## config.mk

```make
export PLATFORM = sky130hd
export DESIGN_NAME = fpu_issue_ctrl
export DESIGN_NICKNAME = d
export VERILOG_FILES = /design/src/rtl/fpu_issue_ctrl.sv
export SDC_FILE = /design/constraint.sdc
export NUM_CORES = 1
export LEC_CHECK = 0
export CAP_MARGIN = 20
export CORE_ASPECT_RATIO = 1.4
export CORE_MARGIN = 5
export CORE_UTILIZATION = 41
export DETAILED_ROUTE_END_ITERATION = 6
export PLACE_DENSITY = 0.77
export REMOVE_ABC_BUFFERS = 1
export SYNTH_ARGS = -nofsm -noshare
export SYNTH_HDL_FRONTEND = slang
export SYNTH_SLANG_ARGS = --single-unit
```

## constraint.sdc

```tcl
create_clock -name clk -period 4.4 [get_ports clk]
set_input_delay 0.44 -clock clk [delete_from_list [all_inputs] [get_ports clk]]
set_output_delay 0.44 -clock clk [all_outputs]
set_load 0.02 [all_outputs]
```

## src/rtl/fpu_issue_ctrl.sv

```systemverilog
// Issue controller for the single-precision FPU: registers one op, holds it on the
// combinational datapath for a per-class window, captures result/flags and accrues fflags.
module fpu_issue_ctrl #(
  parameter int unsigned ADD_LAT  = 2,
  parameter int unsigned MUL_LAT  = 3,
  parameter int unsigned CVT_LAT  = 2,
  parameter int unsigned MISC_LAT = 1
) (
  input  logic        clk,
  input  logic        reset,
  input  logic        req_valid,
  output logic        req_ready,
  input  logic [31:0] req_a,
  input  logic [31:0] req_b,
  input  logic [3:0]  req_op,
  input  logic        req_sub,
  input  logic [2:0]  req_rm,
  input  logic [4:0]  req_rd,
  input  logic [2:0]  csr_frm,
  output logic [31:0] fpu_a,
  output logic [31:0] fpu_b,
  output logic [2:0]  fpu_frm,
  output logic [3:0]  fpu_decode,
  output logic        fpu_sub,
  input  logic [31:0] fpu_result,
  input  logic [4:0]  fpu_flags,
  output logic        resp_valid,
  input  logic        resp_ready,
  output logic [31:0] resp_result,
  output logic [4:0]  resp_flags,
  output logic [4:0]  resp_rd,
  output logic        resp_illegal,
  output logic [4:0]  fflags,
  input  logic        fflags_clr
);

  typedef enum logic [1:0] {IDLE, EXEC, DONE} state_t;

  state_t      state_q, state_d;
  logic [3:0]  cnt_q, cnt_d;
  logic [31:0] a_q, a_d;
  logic [31:0] b_q, b_d;
  logic [2:0]  frm_q, frm_d;
  logic [3:0]  op_q, op_d;
  logic        sub_q, sub_d;
  logic [4:0]  rd_q, rd_d;
  logic [31:0] res_q, res_d;
  logic [4:0]  rflags_q, rflags_d;
  logic        ill_q, ill_d;
  logic [4:0]  fflags_q, fflags_d;

  logic [2:0]  rm_eff;
  logic        req_illegal;
  logic [4:0]  fflags_base;

  function automatic logic [3:0] lat_m1(input logic [3:0] op);
    logic [3:0] r;
    case (op)
      4'd0:       r = 4'(ADD_LAT - 1);
      4'd1, 4'd2: r = 4'(CVT_LAT - 1);
      4'd3:       r = 4'(MUL_LAT - 1);
      default:    r = 4'(MISC_LAT - 1);
    endcase
    return r;
  endfunction

  assign rm_eff      = (req_rm == 3'b111) ? csr_frm : req_rm;
  assign req_illegal = (rm_eff == 3'b101) || (rm_eff == 3'b110) || (rm_eff == 3'b111) ||
                       (req_op > 4'd8);
  assign fflags_base = fflags_clr ? '0 : fflags_q;

  always_comb begin
    state_d  = state_q;
    cnt_d    = cnt_q;
    a_d      = a_q;
    b_d      = b_q;
    frm_d    = frm_q;
    op_d     = op_q;
    sub_d    = sub_q;
    rd_d     = rd_q;
    res_d    = res_q;
    rflags_d = rflags_q;
    ill_d    = ill_q;
    fflags_d = fflags_base;

    case (state_q)
      IDLE: begin
        if (req_valid) begin
          a_d   = req_a;
          b_d   = req_b;
          op_d  = req_op;
          sub_d = req_sub;
          rd_d  = req_rd;
          frm_d = rm_eff;
          ill_d = req_illegal;
          // Illegal ops take a single pass-through EXEC cycle and never sample the FPU.
          cnt_d   = req_illegal ? '0 : lat_m1(req_op);
          state_d = EXEC;
        end
      end
      EXEC: begin
        if (cnt_q == '0) begin
          if (ill_q) begin
            res_d    = '0;
            rflags_d = '0;
          end else begin
            res_d    = fpu_result;
            rflags_d = fpu_flags;
            fflags_d = fflags_base | fpu_flags;
          end
          state_d = DONE;
        end else begin
          cnt_d = cnt_q - 4'd1;
        end
      end
      DONE: begin
        if (resp_ready) state_d = IDLE;
      end
      default: state_d = IDLE;
    endcase
  end

  always_ff @(posedge clk or posedge reset) begin
    if (reset) begin
      state_q  <= IDLE;
      cnt_q    <= '0;
      a_q      <= '0;
      b_q      <= '0;
      frm_q    <= '0;
      op_q     <= '0;
      sub_q    <= 1'b0;
      rd_q     <= '0;
      res_q    <= '0;
      rflags_q <= '0;
      ill_q    <= 1'b0;
      fflags_q <= '0;
    end else begin
      state_q  <= state_d;
      cnt_q    <= cnt_d;
      a_q      <= a_d;
      b_q      <= b_d;
      frm_q    <= frm_d;
      op_q     <= op_d;
      sub_q    <= sub_d;
      rd_q     <= rd_d;
      res_q    <= res_d;
      rflags_q <= rflags_d;
      ill_q    <= ill_d;
      fflags_q <= fflags_d;
    end
  end

  assign req_ready    = (state_q == IDLE);
  assign resp_valid   = (state_q == DONE);
  assign fpu_a        = a_q;
  assign fpu_b        = b_q;
  assign fpu_frm      = frm_q;
  assign fpu_decode   = op_q;
  assign fpu_sub      = sub_q;
  assign resp_result  = res_q;
  assign resp_flags   = rflags_q;
  assign resp_rd      = rd_q;
  assign resp_illegal = ill_q;
  assign fflags       = fflags_q;

endmodule

```

==> impl_metrics.csv <==
group,metric,value,unit
outcome,outcome,"complete, no violations",
logic_synthesis,synth_top_area_cell,"dfrtp_1",
routing,ant_nets,0,
cts,postCtsSetupBuffers,0,
flow_run,maxCapViolations,0,
pwr,total_leakage_power,3.83,nW
cts,clock_latency,0.40,ns
routing,routed_wl,14500,um
placed_design,dp_hpwl,10800,um
logic_synthesis,synth_xor_area_share,0.174,%
routing,viasPerCell,4.77,
sta,period_needed,2.50,ns
global_routing,grt_pass1_vias,4755,
sta,hold_viol_final,0,
routing,vias,4471,
worst_setup_path,path_max_fanout,35,
worst_setup_path,r2r-end,"fpu_a[29]$_DFFE_PP0P_",
pwr,irDropWorstVdd,0.430,mV
worst_hold_path,min_path_type,"flop to flop",
cells_and_area,mostFrequentLayoutCell,"nand2_1",
die,core,12200,um2
logic_synthesis,yosysTopAreaCellShare,62.7,%
worst_setup_path,ff2ff_path_depth,5,
pwr,p_per_area,757,nW/um2
sta,tightest_slew,0.926,ns
cts,clk_pin_slew,0.05,ns
die,design.die.area,14600,um2
die,ioPinCount,244,
worst_setup_path,cp_slowest_cell,"dfrtp_1",
cts,cts_resized,0,
worst_hold_path,min_path_cells,2,
die,num_rows,48,
cells_and_area,syn2layout_area_growth,62.0,%
cts,clockBufferDepth,2,
worst_setup_path,cp.arrival,2.06,ns
worst_setup_path,crit_required,3.96,ns
logic_synthesis,synth-compound-area-share,7.21,%
sta,setup_viol,0,
global_routing,grt_overflow,0,
worst_setup_path,worst-path-buf-inv,1,
logic_synthesis,seq_area_frac_synth,62.7,%
sta,finClkSkew,0.0113,ns
worst_setup_path,cp-start-kind,"flop",
routing,drc,0,
routing,wl_met3,1080,um
cts,cts_max_level,4,
global_routing,grt_usage,19.7,%
die,die_y,141,um
cts,clkSinkCount,126,
worst_setup_path,critPathMaxStageDelay,0.91,ns
routing,drt_pre_antenna_iters,4,
logic_synthesis,yosysWarningCount,0,
worst_setup_path,end_kind,"primary output",
worst_hold_path,hp-start,"fpu_a[21]$_DFFE_PP0P_",
routing,drt_iter0_markers,130,
die,start_util,41.3,%
worst_setup_path,r2r-start,"state_q[0]$_DFFE_PP0P_",
logic_synthesis,synth.distinct_cells,28,
sta,fin_hold_ws,0.471,ns
cells_and_area,antenna_cells,0,
logic_synthesis,syn_area_per_cell,9.40,um2
cells_and_area,nNetsFinal,899,
placed_design,portBuffers,243,
cells_and_area,drive_above_1_share,5.34,%
sta,period_share,56.9,%
logic_synthesis,ys_seq_elements,126,
routing,drt-met1-wl,5410,um
cts,cts_tree,"yes",
cells_and_area,post-route-util,66.9,%
sta,timing.fmax,400,MHz
logic_synthesis,synthMuxAreaShare,0,%
routing,post_drt_wl_per_cell,15.5,um
cts,cts_root_buffer,"clkbuf_16",
placed_design,placed_area,7540,um2
placed_design,place.gp.congestion,0.808,
logic_synthesis,synth_top_family_by_area,"simple AND/OR/NAND/NOR gates",
sta,slew_viol_final,0,
worst_setup_path,worstPathCellList,"clkdlybuf4s50_1",
global_routing,grt_max_degree,67,
cells_and_area,layout_common_cells,"263 x nand2_1, 243 x clkdlybuf4s50_1, 126 x dfrtp_1, 41 x o21ai_0, 34 x nand2b_1",
global_routing,antenna_found_initial,0,
worst_setup_path,r2r_setup_slack,2.35,ns
worst_setup_path,crit_family,"flip-flops",
sta,rsz0062_at_grt,"no",
cts,hold_buffers,0,
die,die_w,104,um
global_routing,grt_pass1_wl,23500,um
logic_synthesis,synth_area,5030,um2
cts,cts_buffers,17,
routing,route.met2.wl,7640,um
cells_and_area,finalInstanceArea,8150,um2
routing,top_layer,"met4",
worst_setup_path,path_class,"flop to primary output",
sta,relSlewSlack,38.1,%
sta,fin_setup_tns,0,ns
logic_synthesis,synth_area_leaders,"dfrtp_1 63%, nand2_1 20%, nand2b_1 4.2%",
logic_synthesis,synthSimpleGateAreaFrac,26.0,%
worst_hold_path,hold_end,"fpu_a[21]$_DFFE_PP0P_",
logic_synthesis,synthCells,535,
logic_synthesis,yosys.area_share.adder,0.497,%
[flip-flops by register name, summed over array words and instances (netlist names)]
signal,cells
fpu_a,32
fpu_b,32
resp_result,32
fflags,5
resp_flags,5
resp_rd,5
cnt_q,4
fpu_decode,4
fpu_frm,3
state_q,2
fpu_sub,1
resp_illegal,1
[cell type report]
cell class | instances | area (um2)
Clock inverter | 11 | 166
Timing Repair Buffer | 248 | 2470
Tap cell | 150 | 188
Fill cell | 955 | 4040
Multi-Input combinational cell | 377 | 1710
Sequential cell | 126 | 3150
Inverter | 5 | 21.3
Clock buffer | 20 | 447
[metal layers]
metal | vias to the layer above | global-route usage, %
met2 | 163 | 34.6
met1 | 2120 | 21.2
met4 | 0 | 8.22
li1 | 2162 | -
met3 | 26 | 7.47
met5 | - | 0
[report_power, final]
| part | internal (W) | total (W) | leakage, nW | switching, W |
|---|---|---|---|---|
| Combinational | 0.00127 | 0.00272 | 1.94 | 0.00145 |
| Sequential | 0.00168 | 0.00202 | 1.59 | 0.000340 |
| Clock | 0.000957 | 0.00144 | 0.292 | 0.000478 |
[Yosys cell counts]
library cell	count
a211oi_2	1
or3_1	2
nor2_4	1
nand3_1	1
nor2_1	4
and2b_1	1
nor3_1	1
o22a_1	2
nor4b_1	1
and2_1	1
or2_2	1
clkbuf_1	8
nand2b_1	34
a31oi_1	1
a2111oi_0	1
inv_1	5
a22o_1	10
nand2_1	264
a21oi_1	2
xnor2_1	1
buf_2	14
o21ai_1	3
nor3b_4	1
nand2_2	1
o21ai_0	41
dfrtp_1	126
buf_6	5
ha_1	2
[cell families after synthesis]
family / Yosys count
XOR/XNOR: 1
AND/OR/NAND/NOR: 313
buffers and inverters: 32
AO/OA/AOI/OAI: 61
flip-flops: 126
adder cells (fa/ha/maj): 2
[through the flow]
stage | std cells | total power, W | worst slack, ns
floorplan | 508 | 0.00336 | 0.604
global placement | 906 | 0.00470 | 2.07
detailed placement | 906 | 0.00479 | 2.02
CTS | 937 | 0.00626 | 1.79
global route | 937 | 0.00655 | 1.74
finish | 937 | 0.00617 | 1.90
[worst max path at each step]
| stage | start | endpoint | slack [ns] | cells past startpoint |
|---|---|---|---|---|
| 2_1_floorplan | reset | cnt_q[0]$_DFFE_PP0P_ | 0.60 | 1 |
| 3_3_place_gp | req_valid | resp_rd[1]$_DFFE_PP0P_ | 2.07 | 5 |
| 3_5_place_dp | req_valid | fpu_a[29]$_DFFE_PP0P_ | 2.02 | 5 |
| 4_1_cts | resp_illegal$_DFFE_PP0P_ | resp_illegal | 1.79 | 1 |
| 5_1_grt | resp_illegal$_DFFE_PP0P_ | resp_illegal | 1.74 | 1 |
| 6_report | resp_illegal$_DFFE_PP0P_ | resp_illegal | 1.90 | 1 |
No activity file was read; power rests on OpenSTA's default activity.
